## src/rtl/sigma_rotate_sequencer_pkg.sv

```systemverilog
// sigma_rotate_sequencer_pkg: sigma selector/state enums plus the SHA-256 rotate-amount and SHR tables
package sigma_rotate_sequencer_pkg;
  typedef enum logic [1:0] {SIG_BIG0, SIG_BIG1, SIG_SML0, SIG_SML1} sigma_sel_t;
  typedef enum logic [2:0] {IDLE, T0, T1, T2, DONE} seq_state_t;
  localparam int SIGMA_AMT [4][3] = '{'{2, 13, 22}, '{6, 11, 25}, '{7, 18, 3}, '{17, 19, 10}};
  localparam bit SIGMA_IS_SHR [4] = '{1'b0, 1'b0, 1'b1, 1'b1};
endpackage

```

## src/rtl/sigma_rotate_sequencer_if.sv

```systemverilog
// sigma_rotate_sequencer_if: request (in_valid/in_ready/in_x/in_sel) and result (out_valid/out_ready/out_y) handshakes plus busy
interface sigma_rotate_sequencer_if #(parameter int N = 32);
  logic         in_valid;
  logic         in_ready;
  logic [N-1:0] in_x;
  logic [1:0]   in_sel;
  logic         out_valid;
  logic         out_ready;
  logic [N-1:0] out_y;
  logic         busy;
  modport master (output in_valid, in_x, in_sel, out_ready, input in_ready, out_valid, out_y, busy);
  modport slave  (input in_valid, in_x, in_sel, out_ready, output in_ready, out_valid, out_y, busy);
endinterface

```

## src/rtl/Shift_circular_right.sv

```systemverilog
// Shift_circular_right: s = a rotated right by b (a data in, b amount, s result; b below N)
module Shift_circular_right #(parameter int N = 32) (
  input  logic [N-1:0] a,
  input  logic [N-1:0] b,
  output logic [N-1:0] s
);
  assign s = N'({a, a} >> b);
endmodule

```

## src/rtl/sigma_rotate_sequencer.sv

```systemverilog
// sigma_rotate_sequencer: SHA-256 Sigma0/Sigma1/sigma0/sigma1 via three shared-rotator terms (clk, rst, bus slave)
module sigma_rotate_sequencer
  import sigma_rotate_sequencer_pkg::*;
#(parameter int N = 32) (
  input logic clk,
  input logic rst,
  sigma_rotate_sequencer_if.slave bus
);
  seq_state_t   state;
  sigma_sel_t   sel;
  logic [N-1:0] x, acc, amt, rot, term;
  logic [1:0]   k;
  Shift_circular_right #(.N(N)) u_rotr (.a(x), .b(amt), .s(rot));
  always_comb begin
    k = state == T0 ? 2'd0 : state == T1 ? 2'd1 : 2'd2;
    amt = state inside {T0, T1, T2} ? N'(SIGMA_AMT[sel][k] % N) : '0;
    term = SIGMA_IS_SHR[sel] ? rot & ({N{1'b1}} >> amt) : rot;
  end
  always_ff @(posedge clk) begin
    if (rst) begin
      state         <= IDLE;
      sel           <= SIG_BIG0;
      x             <= '0;
      acc           <= '0;
      bus.out_y     <= '0;
      bus.out_valid <= 1'b0;
      bus.in_ready  <= 1'b1;
      bus.busy      <= 1'b0;
    end else begin
      case (state)
        IDLE: if (bus.in_valid) begin
          x            <= bus.in_x;
          sel          <= sigma_sel_t'(bus.in_sel);
          bus.in_ready <= 1'b0;
          bus.busy     <= 1'b1;
          state        <= T0;
        end
        T0: begin
          acc   <= rot;
          state <= T1;
        end
        T1: begin
          acc   <= acc ^ rot;
          state <= T2;
        end
        T2: begin
          bus.out_y     <= acc ^ term;
          bus.out_valid <= 1'b1;
          state         <= DONE;
        end
        DONE: if (bus.out_ready) begin
          bus.out_valid <= 1'b0;
          bus.in_ready  <= 1'b1;
          bus.busy      <= 1'b0;
          state         <= IDLE;
        end
        default: state <= IDLE;
      endcase
    end
  end
endmodule

```

## src/flat_wrapper.sv

```systemverilog
// flat-port wrapper written by rule: the top's interface ports become plain ports
module sigma_rotate_sequencer_flat import sigma_rotate_sequencer_pkg::*;
#(parameter int N = 32)
  (clk, rst, bus_in_valid, bus_in_x, bus_in_sel, bus_out_ready, bus_in_ready, bus_out_valid, bus_out_y, bus_busy);
  sigma_rotate_sequencer_if #(.N(N)) bus_i ();
  input logic clk;
  input logic rst;
  input wire logic [$bits(bus_i.in_valid)-1:0] bus_in_valid;
  input wire logic [$bits(bus_i.in_x)-1:0] bus_in_x;
  input wire logic [$bits(bus_i.in_sel)-1:0] bus_in_sel;
  input wire logic [$bits(bus_i.out_ready)-1:0] bus_out_ready;
  output wire logic [$bits(bus_i.in_ready)-1:0] bus_in_ready;
  output wire logic [$bits(bus_i.out_valid)-1:0] bus_out_valid;
  output wire logic [$bits(bus_i.out_y)-1:0] bus_out_y;
  output wire logic [$bits(bus_i.busy)-1:0] bus_busy;
  assign bus_i.in_valid = bus_in_valid;
  assign bus_i.in_x = bus_in_x;
  assign bus_i.in_sel = bus_in_sel;
  assign bus_i.out_ready = bus_out_ready;
  assign bus_in_ready = bus_i.in_ready;
  assign bus_out_valid = bus_i.out_valid;
  assign bus_out_y = bus_i.out_y;
  assign bus_busy = bus_i.busy;
  sigma_rotate_sequencer #(.N(N)) u_core (.clk(clk), .rst(rst), .bus(bus_i));
endmodule
```

## config.mk

```make
export PLATFORM = sky130hd
export DESIGN_NAME = sigma_rotate_sequencer_flat
export DESIGN_NICKNAME = d
export VERILOG_FILES = /design/src/rtl/sigma_rotate_sequencer_pkg.sv /design/src/rtl/sigma_rotate_sequencer_if.sv /design/src/rtl/Shift_circular_right.sv /design/src/rtl/sigma_rotate_sequencer.sv /design/src/flat_wrapper.sv
export SDC_FILE = /design/constraint.sdc
export NUM_CORES = 1
export LEC_CHECK = 0
export BUFFER_PORTS_ARGS = -buffer_cell sky130_fd_sc_hd__buf_2
export CAP_MARGIN = 25
export CORE_UTILIZATION = 30
export DETAILED_ROUTE_END_ITERATION = 8
export GPL_ROUTABILITY_DRIVEN = 0
export PLACE_DENSITY = 0.42
export SETUP_SLACK_MARGIN = 0.1
export SYNTH_ARGS = -nofsm -noshare
export SYNTH_HDL_FRONTEND = slang
export SYNTH_SLANG_ARGS = --single-unit
export TNS_END_PERCENT = 50
```

## constraint.sdc

```tcl
create_clock -name clk -period 5.2 [get_ports clk]
set_input_delay 1.3 -clock clk [delete_from_list [all_inputs] [get_ports clk]]
set_output_delay 1.3 -clock clk [all_outputs]
set_load 0.02 [all_outputs]
```

==> results of run 1 <==
[Yosys cell counts, types with 3 or more instances]
cell / instances / area (um^2)
a211oi_1: 48 / 360
nand2b_1: 4 / 25.0
buf_1: 5 / 18.8
nor3_1: 10 / 50.1
buf_12: 3 / 60.1
mux2i_1: 59 / 591
clkbuf_1: 46 / 173
buf_2: 10 / 50.1
o31ai_1: 6 / 45.0
inv_1: 13 / 48.8
xor2_1: 25 / 219
xnor2_1: 19 / 166
nand3b_1: 4 / 30.0
buf_4: 4 / 30.0
a22oi_1: 10 / 75.1
nor3b_1: 3 / 22.5
o22ai_1: 10 / 62.6
buf_6: 3 / 33.8
o32ai_1: 3 / 26.3
dfxtp_1: 104 / 2080
and2_1: 4 / 25.0
mux2_2: 5 / 56.3
a21oi_1: 85 / 425
nor4b_1: 4 / 35.0
or3_1: 6 / 37.5
nand3_1: 6 / 30.0
a311oi_1: 7 / 61.3
a31oi_1: 3 / 18.8
ha_1: 6 / 75.1
a211o_1: 6 / 52.6
a21o_1: 8 / 60.1
nor2_1: 89 / 334
o21ai_0: 22 / 110
nor2b_1: 4 / 25.0
nor4_1: 4 / 25.0
nand2_1: 145 / 544
mux4_2: 22 / 495
[worst max-delay path: stages, from the launching register on]
cell	delay [ps]
dfxtp_1	610
nor2b_1	660
a21o_2	650
buf_4	360
mux2i_1	260
a21oi_1	190
mux2_2	330
a221oi_1	620
o21ai_0	200
a311oi_1	280
[metrics by stage]
step | hold slack (ps) | setup WS (ps) | power (mW) | std cells | cell area [um^2]
2_1_floorplan | 448 | 1730 | 1.49 | 853 | 6940
3_3_place_gp | 437 | 1080 | 1.70 | 1158 | 7470
3_5_place_dp | 438 | 1010 | 1.70 | 1158 | 7470
4_1_cts | 448 | 1000 | 2.41 | 1174 | 7770
5_1_grt | 480 | 695 | 2.53 | 1174 | 7770
6_report | 443 | 947 | 2.39 | 1174 | 7770
[state kept, by name, indices dropped and copies added, names as in the netlist]
name,cells
u_core.acc,32
u_core.bus.busy,1
u_core.bus.in_ready,1
u_core.bus.out_valid,1
u_core.bus.out_y,32
u_core.sel,2
u_core.state,3
u_core.x,32
[layout make-up]
type / count / area, um^2 / area share
clock inverter: 3 / 40.0 / 0.00515
clock buffer: 13 / 260 / 0.0335
timing repair buffer: 93 / 520 / 0.0670
tap: 285 / 357 / 0.0459
inverter: 13 / 48.8 / 0.00628
multi-input combinational: 663 / 4460 / 0.574
sequential: 104 / 2080 / 0.268
[worst max path at each step]
stage                               start                   end  depth (start not counted)
after floorplan             u_core.sel[1]   u_core.bus.out_y[5]                         13
after global placement    u_core.state[0]  u_core.bus.out_y[26]                         10
after detailed placement  u_core.state[0]  u_core.bus.out_y[24]                          9
after CTS                 u_core.state[0]  u_core.bus.out_y[24]                          9
after global routing      u_core.state[0]  u_core.bus.out_y[14]                          9
final                     u_core.state[0]  u_core.bus.out_y[24]                          9
[cells by family after synthesis]
| group | share of synthesized area |
|---|---|
| simple gates | 0.186 |
| flops | 0.300 |
| xor+xnor | 0.0555 |
| fa+ha+maj | 0.0108 |
| mux | 0.170 |
| buf+inv | 0.0616 |
| compound gates | 0.216 |
[power by group through the flow]
stage               Combinational [mW]  Sequential, mW  Clock [mW]
floorplan                        0.579           0.908           0
global placement                 0.781           0.917           0
detailed placement               0.778           0.917           0
CTS                              0.782           0.898       0.733
global route                     0.862           0.906       0.758
finish                           0.780           0.898       0.708
[metal layers]
metal	wire (um)	up-vias
met5	0	-
met4	704	0
met3	886	36
met2	9310	147
met1	11000	2923
li1	-	3134
[cells in the final DEF, fill, tap and decap left out, types with 10 or more instances in the layout]
cell type / instances
mux2i_1: 59
inv_1: 13
a22oi_1: 10
dfxtp_1: 104
buf_2: 71
mux4_2: 22
nor2_1: 89
xnor2_1: 19
buf_4: 22
o21ai_0: 22
nand2_1: 145
o22ai_1: 10
xor2_1: 25
a21oi_1: 84
a211oi_1: 48
nor3_1: 10
==> results.sh, run 1 <==
export IMPL_critPathMaxFanout=28
export IMPL_met2_usage=0.284
export IMPL_dp_hpwl_um=16100
export IMPL_drive_above_1_share=0.169
export IMPL_rr_startpoint="u_core.state[0]"
export IMPL_drt_iter0_markers=483
export IMPL_first_pass_iters=7
export IMPL_syn_instance_count=853
export IMPL_yosys_register_bits=104
export IMPL_yosysSeqAreaShare=0.300
export IMPL_cap_violations=0
export IMPL_p_leak_nw=2.90
export IMPL_regToRegEndpoint="u_core.bus.out_y[24]"
export IMPL_synth_cell_types=66
export IMPL_avgSynthCellArea_um2=8.14
export IMPL_maxSlewHeadroom=0.398
export IMPL_synth_area_mm2=0.00694
export IMPL_cts_tree="yes"
export IMPL_die_width_um=154
export IMPL_tightest_slew_ps=903
export IMPL_cts_sinks=104
export IMPL_cts_hold_buffers_added=0
export IMPL_max_freq_ghz=0.235
export IMPL_fin_tns_setup_ps=0
export IMPL_fin_skew_ps=6.88
export IMPL_clock_root_buffer="clkbuf_16"
export IMPL_utilization=0.343
export IMPL_ant_nets=0
export IMPL_slew_viol_final=0
export IMPL_path_class="reg2reg"
export IMPL_track_usage=0.192
export IMPL_postCtsResizedCells=0
export IMPL_power_internal_mw=1.55
export IMPL_cp_required_ps=5460
export IMPL_r2r_slack_ps=950
export IMPL_cts_buffers=9
export IMPL_rr_worst_depth=9
export IMPL_cts_max_path_buffers=2
export IMPL_cts_htree_levels=3
export IMPL_pwr_share_clk=0.297
export IMPL_synthFlopType="dfxtp_1"
export IMPL_area_growth_pct=11.9
export IMPL_min_path_type="reg2reg"
export IMPL_busiest_layer="met2"
export IMPL_finalSetupViolCount=0
export IMPL_grt_pass1_wl_um=35100
export IMPL_grt_max_degree=84
export IMPL_swShare=0.352
export IMPL_antennaDiodeCount=0
export IMPL_status="finished, final reports clean"
export IMPL_rsz0062_at_grt="no"
export IMPL_vias=6240
export IMPL_floorplan_initialDensity=0.307
export IMPL_drt_wl_total_um=21900
export IMPL_met1_usage=0.274
export IMPL_die_height_um=154
export IMPL_synth_edf_count=0
export IMPL_fill_cells=2456
export IMPL_cp_arrival_ps=4510
export IMPL_p_sw_mw=0.840
export IMPL_worst_setup_path_start_kind="register"
export IMPL_holdCritStartpoint="u_core.bus.in_ready"
export IMPL_seqPwrFrac=0.377
export IMPL_drc_errors=0
export IMPL_combPwrFrac=0.327
export IMPL_rows=55
export IMPL_post_drt_wl_per_cell_um=18.7
export IMPL_die_area_mm2=0.0238
export IMPL_antenna_found_initial=0
export IMPL_via_per_inst=5.32
export IMPL_clock_latency_ps=360
export IMPL_hold_depth=2
export IMPL_fin_crit_sh=0.818
export IMPL_min_to="u_core.bus.in_ready"
export IMPL_min_period_ps=4250
export IMPL_grt_pass1_vias=6003
export IMPL_hold_viol=0
export IMPL_finalNetCount=928
export IMPL_clk_pin_slew_ps=70
export IMPL_postCtsSetupRepairBufs=0
export IMPL_syn_num_nets=897
export IMPL_peakVddDrop_mv=0.118
export IMPL_fp_coreArea_mm2=0.0226
export IMPL_ys_async_sr_fraction=0
export IMPL_grt_ovfl_total=0
export IMPL_cellPowerDensity_mw_per_mm2=307
export IMPL_yosys_warnings=0
export IMPL_endpoint_kind="register"
export IMPL_ios=73
export IMPL_placement_io_buffers=72
export IMPL_grt_use_met3=0.0293
(Power assumes the default switching activity.)
==> run 2, diff against run 1 <==
--- a/config.mk
+++ b/config.mk
@@ -10,7 +10,7 @@
 export CORE_UTILIZATION = 30
 export DETAILED_ROUTE_END_ITERATION = 8
 export GPL_ROUTABILITY_DRIVEN = 0
-export PLACE_DENSITY = 0.42
+export PLACE_DENSITY = 0.44
 export SETUP_SLACK_MARGIN = 0.1
 export SYNTH_ARGS = -nofsm -noshare
 export SYNTH_HDL_FRONTEND = slang
==> constraint.sdc (replaced) <==
create_clock -name clk -period 3.7 [get_ports clk]
set_input_delay 0.925 -clock clk [delete_from_list [all_inputs] [get_ports clk]]
set_output_delay 0.925 -clock clk [all_outputs]
set_load 0.02 [all_outputs]
==> results.sh, run 2 (synthesis results as in run 1) <==
export IMPL_status="finished, final reports clean"
export IMPL_drc_errors=0
export IMPL_drive_above_1_share=0.192
export IMPL_vias=6345
export IMPL_rr_startpoint="u_core.sel[0]"
export IMPL_clock_latency_ps=360
export IMPL_wl_met2_um=9350
export IMPL_final_cell_mix="nand2_1 (145), dfxtp_1 (102), nor2_1 (89), a21oi_1 (83), buf_2 (71)"
export IMPL_drt_iter0_markers=523
export IMPL_hold_ws_ps=444
export IMPL_cp_arrival_ps=3710
export IMPL_maxSlewHeadroom=0.410
export IMPL_peakVddDrop_mv=0.167
export IMPL_clk_pin_slew_ps=70
export IMPL_min_period_ps=3440
export IMPL_grt_pass1_wl_um=34000
export IMPL_finalNetCount=946
export IMPL_startpoint="u_core.sel[0]"
export IMPL_critPathMaxFanout=8
export IMPL_worst_setup_path_start_kind="register"
export IMPL_clock_root_buffer="clkbuf_16"
export IMPL_die_height_um=154
export IMPL_final_common_cell="nand2_1"
export IMPL_fin_ws_ps=258
export IMPL_via_per_inst=5.32
export IMPL_crit_top_cell="buf_4"
export IMPL_cts_max_path_buffers=2
export IMPL_antenna_found_initial=0
export IMPL_antennaDiodeCount=0
export IMPL_grt_pass1_vias=5749
export IMPL_utilization=0.353
export IMPL_cpMaxStageDelayCell="a22oi_1"
export IMPL_area_growth_pct=15.2
export IMPL_routed_top_layer="met4"
export IMPL_max_freq_ghz=0.291
export IMPL_rsz0062_at_grt="no"
export IMPL_cts_buffers=9
export IMPL_power_mw=3.40
export IMPL_path_buf_inv=3
export IMPL_dp_slack_ps=140
export IMPL_ios=73
export IMPL_cts_tree="yes"
export IMPL_top_regs="u_core.acc (32), u_core.bus.out_y (32), u_core.x (32)"
export IMPL_drt_wl_total_um=21700
export IMPL_endpoint_kind="register"
export IMPL_crit_family="compound AO/OA/AOI/OAI gates"
export IMPL_cp_cell_sequence="inv_1, ha_1, nor4b_4, a21o_2, buf_4, a21oi_1, a22oi_1, mux2i_1, o22ai_1, a221oi_1, buf_4, or3_1, a311oi_1"
export IMPL_path_class="reg2reg"
export IMPL_ant_nets=0
export IMPL_hold_viol=0
export IMPL_wl_met3_um=844
export IMPL_die_width_um=154
export IMPL_rows=55
export IMPL_track_usage=0.185
export IMPL_slowest_delay_ps=620
export IMPL_holdCritStartpoint="u_core.bus.in_ready"
export IMPL_cp_required_ps=3970
export IMPL_fp_coreArea_mm2=0.0226
export IMPL_grt_ovfl_total=0
export IMPL_cellPowerDensity_mw_per_mm2=426
export IMPL_die_area_mm2=0.0238
export IMPL_cts_htree_levels=3
export IMPL_cts_sinks=104
export IMPL_floorplan_initialDensity=0.307
export IMPL_post_drt_wl_per_cell_um=18.2
export IMPL_placement_io_buffers=72
export IMPL_fin_skew_ps=8.30
export IMPL_fin_crit_sh=0.930
export IMPL_tightest_slew_ps=885
export IMPL_p_leak_nw=3.01
export IMPL_first_pass_iters=5
export IMPL_m1WireLength_um=11200
export IMPL_fin_tns_setup_ps=0
export IMPL_min_path_type="reg2reg"
export IMPL_dp_hpwl_um=15900
export IMPL_grt_max_degree=81
export IMPL_cap_violations=0
export IMPL_slew_viol_final=0
export IMPL_finalSetupViolCount=0
run 2: changes by cell type in the layout (fill, tap and decap cells not counted), moves of 2 or more:
cell,previous run,this run
buf_4,22,34
buf_12,0,4
clkinv_4,0,3
a22oi_1,10,8
a22oi_2,2,4
clkbuf_8,2,0
clkinv_2,2,0
dfxtp_1,104,102
dfxtp_2,0,2
run 2: path summary, 6_finish.rpt:
path,end,slack (ps),cells after the start
hold reg to reg,u_core.bus.in_ready,440,2
setup / recovery,u_core.bus.out_y[24],260,13
setup reg to reg,u_core.bus.out_y[24],260,13
hold / removal,u_core.bus.in_ready,440,2
run 2: where the power goes:
part / switching [mW] / leakage (nW) / internal [mW]
Sequential: 0.0707 / 0.847 / 1.19
Combinational: 0.687 / 2.02 / 0.462
Clock: 0.460 / 0.144 / 0.532
run 2: stage by stage:
| stage | std cells | cell area [um^2] |
|---|---|---|
| finish | 1192 | 8000 |
| global route | 1192 | 8000 |
| CTS | 1191 | 7940 |
| detailed placement | 1175 | 7640 |
| global placement | 1175 | 7640 |
| floorplan | 853 | 6940 |
run 2: timing repair:
| action | in CTS | in global routing |
|---|---|---|
| hold buffers | 0 | 0 |
| gates resized for setup | 0 | 9 |
| buffers inserted | 0 | 0 |
| setup endpoints to repair | 0 | 54 |
run 2: layout make-up:
class,count,area [um^2]
timing repair buffer,110,702
sequential,104,2080
clock buffer,11,233
clock inverter,5,65.1
multi-input combinational,664,4510
fill,2424,14600
inverter,13,48.8
tap,285,357
run 2: worst reg2reg max path: stages (launching register included):
cell,delay (ps)
dfxtp_1,430
inv_1,140
ha_1,250
nor4b_4,230
a21o_2,200
buf_4,190
a21oi_1,110
a22oi_1,620
mux2i_1,160
o22ai_1,190
a221oi_1,70
buf_4,170
or3_1,340
a311oi_1,240
run 2: routing by layer:
layer,track usage,up-vias
met4,0.0486,0
met1,0.277,3023
met5,0,-
li1,-,3167
met3,0.0290,15
met2,0.271,140
